===== config.mk =====
export PLATFORM = sky130hd
export DESIGN_NAME = mp_calc_arbiter_flat
export DESIGN_NICKNAME = d
export VERILOG_FILES = /design/src/rtl/mp_calc_arbiter_if.sv /design/src/rtl/mp_calc_arbiter.sv /design/src/flat_wrapper.sv
export SDC_FILE = /design/constraint.sdc
export NUM_CORES = 1
export LEC_CHECK = 0
export ABC_AREA = 0
export ABC_CLOCK_PERIOD_IN_PS = 1500
export CAP_MARGIN = 10
export CORE_AREA = 4 4 135 137
export CTS_CLUSTER_DIAMETER = 120
export DETAILED_ROUTE_END_ITERATION = 16
export DIE_AREA = 0 0 139 141
export GPL_TIMING_DRIVEN = 0
export HOLD_SLACK_MARGIN = 0.05
export PLACE_DENSITY = 0.76
export SYNTH_ARGS = -nofsm -noshare
export SYNTH_HDL_FRONTEND = slang
export SYNTH_SLANG_ARGS = --single-unit

===== constraint.sdc =====
create_clock -name clk -period 1.5 [get_ports clk]
set_input_delay 0.3 -clock clk [delete_from_list [all_inputs] [get_ports clk]]
set_output_delay 0.3 -clock clk [all_outputs]
set_load 0.03 [all_outputs]

===== src/rtl/mp_calc_arbiter_if.sv =====
// mp_calc_arbiter_if
// Bundles the two requester ports and the shared calculation unit port of
// mp_calc_arbiter. The master modport is the arbiter's view; the slave
// modport is the view of the surrounding requesters and calculation unit.
interface mp_calc_arbiter_if #(
  parameter int DATA_W = 32,
  parameter int OPC_W  = 4
);

  // requester 0
  logic                  req0;
  logic [OPC_W-1:0]      opc0;
  logic [DATA_W-1:0]     a0;
  logic [DATA_W-1:0]     b0;
  logic                  gnt0;
  logic                  done0;
  logic                  err0;

  // requester 1
  logic                  req1;
  logic [OPC_W-1:0]      opc1;
  logic [DATA_W-1:0]     a1;
  logic [DATA_W-1:0]     b1;
  logic                  gnt1;
  logic                  done1;
  logic                  err1;

  // shared result back to whichever requester was served
  logic [2*DATA_W-1:0]   result;

  // calculation unit
  logic                  u_start;
  logic [OPC_W-1:0]      u_opc;
  logic [DATA_W-1:0]     u_a;
  logic [DATA_W-1:0]     u_b;
  logic                  u_abort;
  logic                  u_done;
  logic [2*DATA_W-1:0]   u_result;

  modport master (
    input  req0, opc0, a0, b0,
    input  req1, opc1, a1, b1,
    output gnt0, done0, err0,
    output gnt1, done1, err1,
    output result,
    output u_start, u_opc, u_a, u_b, u_abort,
    input  u_done, u_result
  );

  modport slave (
    output req0, opc0, a0, b0,
    output req1, opc1, a1, b1,
    input  gnt0, done0, err0,
    input  gnt1, done1, err1,
    input  result,
    input  u_start, u_opc, u_a, u_b, u_abort,
    output u_done, u_result
  );

endinterface


===== src/rtl/mp_calc_arbiter.sv =====
// mp_calc_arbiter
// Round-robin arbiter and sequencer sharing one multi-cycle calculation unit
// between two requesters. The winner's command is latched, the unit is started
// with a one-cycle pulse, and its result is returned with a one-cycle done.
//
// Optional feature macro: CALC_TIMEOUT_EN
//   defined   : a watchdog aborts an operation after TIMEOUT WAIT cycles without
//               u_done; the requester sees done together with err, result = 0.
//   undefined : WAIT waits indefinitely; err0/err1/u_abort are tied low.
//
// state | meaning
// ------+--------------------------------------------------------------
// IDLE  | sample requests, pick winner, latch its command
// ISSUE | one-cycle u_start to the unit, watchdog cleared
// WAIT  | wait for u_done (or watchdog limit), capture result
// RESP  | one-cycle done (and err) to winner, hand priority to the other
module mp_calc_arbiter #(
  parameter int DATA_W  = 32,
  parameter int OPC_W   = 4,
  parameter int TIMEOUT = 255
) (
  input  logic              clk,
  input  logic              reset_n,
  mp_calc_arbiter_if.master bus
);

  // the watchdog counter is 8 bits wide, so the limit must fit in 1..255
  if ((TIMEOUT < 1) || (TIMEOUT > 255)) begin : g_bad_timeout
    $error("mp_calc_arbiter: TIMEOUT must be in 1..255");
  end

  typedef enum logic [1:0] {
    S_IDLE  = 2'b00,
    S_ISSUE = 2'b01,
    S_WAIT  = 2'b10,
    S_RESP  = 2'b11
  } state_t;

  state_t              state_q, state_d;
  logic                ptr_q, ptr_d;
  logic                win_q, win_d;
  logic [OPC_W-1:0]    opc_q, opc_d;
  logic [DATA_W-1:0]   a_q, a_d;
  logic [DATA_W-1:0]   b_q, b_d;
  logic [2*DATA_W-1:0] result_q, result_d;
  logic                sel;

`ifdef CALC_TIMEOUT_EN
  localparam int            CNT_W       = 8;
  localparam logic [CNT_W-1:0] TIMEOUT_CNT = CNT_W'(TIMEOUT);

  logic [CNT_W-1:0]    cnt_q, cnt_d;
  logic                err_q, err_d;
  logic                abort;
`endif

  // winner of a contested or single request; ptr only matters when both ask
  assign sel = (bus.req0 && bus.req1) ? ptr_q : bus.req1;

  // next-state and datapath update logic
  always_comb begin
    state_d  = state_q;
    ptr_d    = ptr_q;
    win_d    = win_q;
    opc_d    = opc_q;
    a_d      = a_q;
    b_d      = b_q;
    result_d = result_q;
`ifdef CALC_TIMEOUT_EN
    cnt_d    = cnt_q;
    err_d    = err_q;
    abort    = 1'b0;
`endif

    case (state_q)
      S_IDLE: begin
        if (bus.req0 || bus.req1) begin
          win_d   = sel;
          opc_d   = sel ? bus.opc1 : bus.opc0;
          a_d     = sel ? bus.a1   : bus.a0;
          b_d     = sel ? bus.b1   : bus.b0;
          state_d = S_ISSUE;
        end
      end

      S_ISSUE: begin
`ifdef CALC_TIMEOUT_EN
        cnt_d = '0;
        err_d = 1'b0;
`endif
        state_d = S_WAIT;
      end

      S_WAIT: begin
        // a completion arriving on the limit cycle still counts as success
        if (bus.u_done) begin
          result_d = bus.u_result;
          state_d  = S_RESP;
        end
`ifdef CALC_TIMEOUT_EN
        else if (cnt_q == TIMEOUT_CNT) begin
          abort    = 1'b1;
          result_d = '0;
          err_d    = 1'b1;
          state_d  = S_RESP;
        end
        else begin
          cnt_d = cnt_q + CNT_W'(1);
        end
`endif
      end

      S_RESP: begin
        ptr_d   = ~win_q;
        state_d = S_IDLE;
      end

      default: begin
        state_d = S_IDLE;
      end
    endcase
  end

  // state and datapath registers with synchronous active-low reset
  always_ff @(posedge clk) begin
    if (!reset_n) begin
      state_q  <= S_IDLE;
      ptr_q    <= 1'b0;
      win_q    <= 1'b0;
      opc_q    <= '0;
      a_q      <= '0;
      b_q      <= '0;
      result_q <= '0;
    end else begin
      state_q  <= state_d;
      ptr_q    <= ptr_d;
      win_q    <= win_d;
      opc_q    <= opc_d;
      a_q      <= a_d;
      b_q      <= b_d;
      result_q <= result_d;
    end
  end

`ifdef CALC_TIMEOUT_EN
  // watchdog counter and timeout flag registers
  always_ff @(posedge clk) begin
    if (!reset_n) begin
      cnt_q <= '0;
      err_q <= 1'b0;
    end else begin
      cnt_q <= cnt_d;
      err_q <= err_d;
    end
  end
`endif

  assign bus.gnt0    = (state_q != S_IDLE) && !win_q;
  assign bus.gnt1    = (state_q != S_IDLE) &&  win_q;
  assign bus.done0   = (state_q == S_RESP) && !win_q;
  assign bus.done1   = (state_q == S_RESP) &&  win_q;
  assign bus.u_start = (state_q == S_ISSUE);
  assign bus.u_opc   = opc_q;
  assign bus.u_a     = a_q;
  assign bus.u_b     = b_q;
  assign bus.result  = result_q;

`ifdef CALC_TIMEOUT_EN
  assign bus.err0    = (state_q == S_RESP) && !win_q && err_q;
  assign bus.err1    = (state_q == S_RESP) &&  win_q && err_q;
  assign bus.u_abort = abort;
`else
  assign bus.err0    = 1'b0;
  assign bus.err1    = 1'b0;
  assign bus.u_abort = 1'b0;
`endif

endmodule


===== src/flat_wrapper.sv =====
// flat-port wrapper written by rule: the top's interface ports become plain ports
module mp_calc_arbiter_flat 
#(
  parameter int DATA_W  = 32,
  parameter int OPC_W   = 4,
  parameter int TIMEOUT = 255
)
  (clk, reset_n, bus_req0, bus_opc0, bus_a0, bus_b0, bus_req1, bus_opc1, bus_a1, bus_b1, bus_gnt0, bus_done0, bus_err0, bus_gnt1, bus_done1, bus_err1, bus_result, bus_u_start, bus_u_opc, bus_u_a, bus_u_b, bus_u_abort, bus_u_done, bus_u_result);
  mp_calc_arbiter_if #(.DATA_W(DATA_W), .OPC_W(OPC_W)) bus_i ();
  input  logic clk;
  input  logic reset_n;
  input wire logic [$bits(bus_i.req0)-1:0] bus_req0;
  input wire logic [$bits(bus_i.opc0)-1:0] bus_opc0;
  input wire logic [$bits(bus_i.a0)-1:0] bus_a0;
  input wire logic [$bits(bus_i.b0)-1:0] bus_b0;
  input wire logic [$bits(bus_i.req1)-1:0] bus_req1;
  input wire logic [$bits(bus_i.opc1)-1:0] bus_opc1;
  input wire logic [$bits(bus_i.a1)-1:0] bus_a1;
  input wire logic [$bits(bus_i.b1)-1:0] bus_b1;
  output wire logic [$bits(bus_i.gnt0)-1:0] bus_gnt0;
  output wire logic [$bits(bus_i.done0)-1:0] bus_done0;
  output wire logic [$bits(bus_i.err0)-1:0] bus_err0;
  output wire logic [$bits(bus_i.gnt1)-1:0] bus_gnt1;
  output wire logic [$bits(bus_i.done1)-1:0] bus_done1;
  output wire logic [$bits(bus_i.err1)-1:0] bus_err1;
  output wire logic [$bits(bus_i.result)-1:0] bus_result;
  output wire logic [$bits(bus_i.u_start)-1:0] bus_u_start;
  output wire logic [$bits(bus_i.u_opc)-1:0] bus_u_opc;
  output wire logic [$bits(bus_i.u_a)-1:0] bus_u_a;
  output wire logic [$bits(bus_i.u_b)-1:0] bus_u_b;
  output wire logic [$bits(bus_i.u_abort)-1:0] bus_u_abort;
  input wire logic [$bits(bus_i.u_done)-1:0] bus_u_done;
  input wire logic [$bits(bus_i.u_result)-1:0] bus_u_result;
  assign bus_i.req0 = bus_req0;
  assign bus_i.opc0 = bus_opc0;
  assign bus_i.a0 = bus_a0;
  assign bus_i.b0 = bus_b0;
  assign bus_i.req1 = bus_req1;
  assign bus_i.opc1 = bus_opc1;
  assign bus_i.a1 = bus_a1;
  assign bus_i.b1 = bus_b1;
  assign bus_gnt0 = bus_i.gnt0;
  assign bus_done0 = bus_i.done0;
  assign bus_err0 = bus_i.err0;
  assign bus_gnt1 = bus_i.gnt1;
  assign bus_done1 = bus_i.done1;
  assign bus_err1 = bus_i.err1;
  assign bus_result = bus_i.result;
  assign bus_u_start = bus_i.u_start;
  assign bus_u_opc = bus_i.u_opc;
  assign bus_u_a = bus_i.u_a;
  assign bus_u_b = bus_i.u_b;
  assign bus_u_abort = bus_i.u_abort;
  assign bus_i.u_done = bus_u_done;
  assign bus_i.u_result = bus_u_result;
  mp_calc_arbiter #(.DATA_W(DATA_W), .OPC_W(OPC_W), .TIMEOUT(TIMEOUT)) u_core (.clk(clk), .reset_n(reset_n), .bus(bus_i));
endmodule

Yosys cells after proc, flatten, opt, wreduce, memory -nomap -nowiden

Cells that the tools add are included.

Equality and inequality tests: 5
Bitwise logic cells: 1
Multiplexer cells: 7
Reduce and logical (&&, ||, !) cells: 12

Operators by type and width:

| kind                 | count |
|---|---|
| $mux W32             | 2 |
| $pmux W2 S4          | 1 |
| $reduce_and A2 Y1    | 3 |
| $logic_and A1 B1 Y1  | 5 |
| $eq A2 B2 Y1 const B | 2 |
| $mux W2              | 2 |
| $mux W4              | 1 |
| $eq A2 B1 Y1 const B | 1 |
| $logic_not A2 Y1     | 1 |
| $ne A2 B1 Y1 const B | 1 |
| $ne A2 B2 Y1 const B | 1 |
| $reduce_bool A2 Y1   | 1 |
| $logic_not A1 Y1     | 1 |
| $logic_or A1 B1 Y1   | 1 |
| $mux W1              | 1 |
| $not A1 Y1           | 1 |

Bits of input ports: 205
Bits in registers: 136
Logic and storage cells: 32

Longest topological paths before layout

Depth after elaboration: 3
Gate-level depth with buffers: 7

Worst setup path before layout

OpenSTA, ideal clock, no wires.

Kind: register to register
From: reg u_core.state_q[0]
To: reg u_core.b_q[24] (netlist: u_core.bus.u_b[24])
Library setup time: 0.122 ns
Clock period less this slack: 1.423 ns
Data required time: 1.378 ns
Path slack: 0.077 ns
Cell stages (with the launch flop): 8
Buffers on the path: 2
Arrival: 1.302 ns
Cells stage by stage: dfxtp_1 -> inv_1 -> ha_1 -> o21a_2 -> buf_6 -> buf_4 -> o21ai_0 -> a21oi_1

Longest elaborated chain between the ends: 2

Ends and longest elaborated chain:

| what                               | line                   | source |
|---|---|---|
| start: declaration                 | mp_calc_arbiter.sv:39  | `state_t state_q, state_d;` |
| start signal: assignment           | mp_calc_arbiter.sv:135 | `state_q <= state_d;` |
| $logic_not A2 Y1                   | mp_calc_arbiter.sv:75  | `case (state_q)` |
| $reduce_and A2 Y1 (no source line) | -                      |  |
| end signal: assignment             | mp_calc_arbiter.sv:132 | `b_q <= '0;` |
| end signal: assignment             | mp_calc_arbiter.sv:140 | `b_q <= b_d;` |
| end: declaration                   | mp_calc_arbiter.sv:44  | `logic [DATA_W-1:0] b_q, b_d;` |

Every way passes these cells.
A chain may end at the register's enable or synchronous reset.

Worst setup path after layout

From: reg u_core.state_q[0]
To: out bus_gnt1

Longest elaborated chain between the ends: 2

Ends and longest elaborated chain:

| what                | line                   | source |
|---|---|---|
| $reduce_bool A2 Y1  | mp_calc_arbiter.sv:159 | `assign bus.gnt1 = (state_q != S_IDLE) && win_q;` |
| $logic_and A1 B1 Y1 | mp_calc_arbiter.sv:159 |  |
| end: declaration    | flat_wrapper.sv:23     | `output wire logic [$bits(bus_i.gnt1)-1:0] bus_gnt1;` |

Every way passes these cells.

==> flow_summary.json <==
{
  "outcome": "complete, but fails checks",
  "violations": "setup timing",
  "top_usage_layer": "met2",
  "vdd_drop_max_mv": 0.807,
  "initial_core_util_pct": 33.5,
  "drtAntennaViolNets": 0,
  "grt_antenna_before_repair": 0,
  "gp_congestion": 0.939,
  "hpwl_um": 17400,
  "rsz0062_at_grt": "yes",
  "cp_top_family": "flip-flops",
  "clkTransAtPathRegs_ns": 0.06,
  "nets": 1279,
  "ys.warnings.count": 0,
  "cp-startpoint": "u_core.state_q[0]$_SDFFE_PN0P_",
  "cts_hold_buf": 0,
  "cp_num_buf_inv": 2,
  "grt_usage_pct": 22.3,
  "synth_cell_types": 27,
  "syn_inst": 705,
  "crit_path_start_kind": "flop",
  "tns_ns": -0.212,
  "synthArstFlopShare_pct": 0,
  "synth_enable_flop_cells": 0,
  "setup_ws_ns": -0.0875,
  "fp.dieArea_um2": 19600,
  "clk-insertion-delay-late_ns": 0.42,
  "first_pass_iters": 5,
  "worst_hold_slack_ns": 0.431,
  "r2r-start": "u_core.state_q[0]$_SDFFE_PN0P_",
  "max-slew-margin-rel_pct": 53.7,
  "finalMaxSlewViolations": 0,
  "syn_avg_cell_area_um2": 8.11,
  "drc": 0,
  "gr-usage-met3_pct": 8.38,
  "fin_cells": 1305,
  "cp_data_arrival_time_ns": 1.29,
  "required_ns": 1.20,
  "grt.met2_usage_pct": 38.5,
  "clock.fmax_mhz": 630,
  "cp-end-kind": "output pin",
  "clock-root-buffer": "clkbuf_16",
  "setup_viol": 4,
  "cp_max_fo": 4,
  "mostFrequentLayoutCell": "clkdlybuf4s50_1",
  "die_x_um": 139,
  "grt_max_degree": 17,
  "hold_class": "input port to flop",
  "cpPeakStageDelay_ns": 0.39,
  "finalCriticalPeriod_ns": 1.59,
  "num_antenna_cells": 0,
  "area_delta_synth_final_pct": 77.7,
  "crit_slowest_cell": "dfxtp_4",
  "synthTopCellsByArea": "dfxtp_1, o21ai_0, nand2_1",
  "nFillCells": 1540,
  "powerDensity_nw_per_um2": 1700,
  "tritoncts": "built",
  "path_cells": "inv_4 -> ha_4 -> nor2b_1 -> buf_4",
  "dp_cells": 1271,
  "grt_pass1_vias": 6334,
  "routed_wl_um": 23300,
  "maxCapViolCount": 0,
  "wire_per_inst_um": 17.8,
  "min_from": "bus_u_result[26]",
  "row_count": 48,
  "grt_remaining_overflow": 0,
  "synthFlopType": "dfxtp_1",
  "portBuffers": 339,
  "use_met1_pct": 25.0,
  "synth_area_leader_cell": "dfxtp_1",
  "ys_ff_latch": 136,
  "cts_sinks": 136,
  "hold_viol_final": 0,
  "grt_first_pass_wirelength_um": 34700,
  "fin_skew_ns": 0.00680,
  "seq_area_frac_synth_pct": 47.6,
  "clock_path_buffers": 2,
  "die_y_um": 141,
  "synth_top_area_share_pct": 47.6,
  "final_cell_mix": "clkdlybuf4s50_1, dfxtp_1, nand2_1",
  "cts-buffers-inserted": 17,
  "coreArea_um2": 17100,
  "synth_area_um2": 5720,
  "htree_num_levels": 4,
  "crit_type": "flop to output pin",
  "ioPinCount": 345,
  "period_share_pct": 106,
  "place_ws_ns": -0.399,
  "drtIter0Drc": 277,
  "drive_gt1_share_pct": 11.7,
  "drt-vias-per-instance": 5.09,
  "p_leak_uw": 0.00400,
  "vias": 6648,
  "worstMarginPinSlew_ns": 0.695
}
==> routing by layer <==
metal / vias to the layer above / wire length [um]
met1: 3088 / 9050
met4: 0 / 637
met5: - / 0
met3: 39 / 2150
li1: 3218 / -
met2: 303 / 11400
==> cell usage after synthesis (5+ instances only) <==
cell and n:
dfxtp_1 136, a21oi_1 69, buf_6 5, o21ai_0 118, a31oi_1 68, a21boi_0 64
o21ai_1 19, clkbuf_1 46, nand2_1 131, buf_4 10, buf_2 11, ha_1 5
==> worst paths after layout <==
kind	to	slack, ns	depth (start not counted)
worst max-delay path	bus_gnt1	-0.09	4
worst min-delay path	u_core.bus.result[26]$_SDFFE_PN0P_	0.43	3
worst max register to register	u_core.bus.result[7]$_SDFFE_PN0P_	0.01	7
worst min register to register	u_core.bus.result[26]$_SDFFE_PN0P_	0.45	2
==> worst register-to-register path: stages, from the launching register on <==
cell	delay [ns]
dfxtp_4	0.37
inv_4	0.08
ha_1	0.23
and2_1	0.14
buf_4	0.18
buf_4	0.19
nand2_1	0.07
a21boi_0	0.16
==> power by group <==
part	switching [uW]	total, uW	internal (uW)
Combinational	4730	7790	3050
Clock	1650	4450	2810
Sequential	506	5060	4550
==> repair_timing <==
| action | in CTS | in global routing |
|---|---|---|
| gates resized for setup | 229 | 113 |
| pin swaps | 2 | 1 |
| setup endpoints to repair | 259 | 196 |
| buffers inserted | 0 | 5 |
==> state kept, by name, summed over array words and instances, names as in the netlist <==
name	cells
u_core.bus.u_opc	4
u_core.ptr_q	1
u_core.state_q	2
u_core.bus.u_b	32
u_core.bus.u_a	32
u_core.win_q	1
u_core.bus.result	64
==> logic make-up (layout without fill, tap and decap cells) <==
| group | Yosys count | in the layout | share of synthesized area (%) |
|---|---|---|---|
| AOI/OAI and AO/OA | 342 | 342 | 34.6 |
| adders and majority gates | 5 | 5 | 1.09 |
| buffers and inverters | 78 | 451 | 6.71 |
| DFF | 136 | 136 | 47.6 |
| muxes | 1 | 1 | 0.175 |
| other | 1 | 3 | 0.0656 |
| and+or+nand+nor | 142 | 142 | 9.71 |
==> metrics by stage <==
step,total power [uW],area [um2],util (%)
4_1_cts,16900,9980,58.5
3_3_place_gp,12700,9400,55.1
6_report,17300,10200,59.6
2_1_floorplan,9440,5730,-
5_1_grt,18200,10200,59.6
3_5_place_dp,12800,9400,55.1
==> cell type report <==
type | count | area [um2] | area share (%)
clock buffers | 18 | 439 | 4.32
flip-flops and latches | 136 | 2730 | 26.9
well taps | 225 | 282 | 2.77
repair buffers | 344 | 3300 | 32.5
inverters | 3 | 18.8 | 0.185
multi-input cells | 493 | 2760 | 27.1
clock inverters | 12 | 176 | 1.74
plain buffers | 74 | 460 | 4.53
Power figures use the tool's default switching activity.
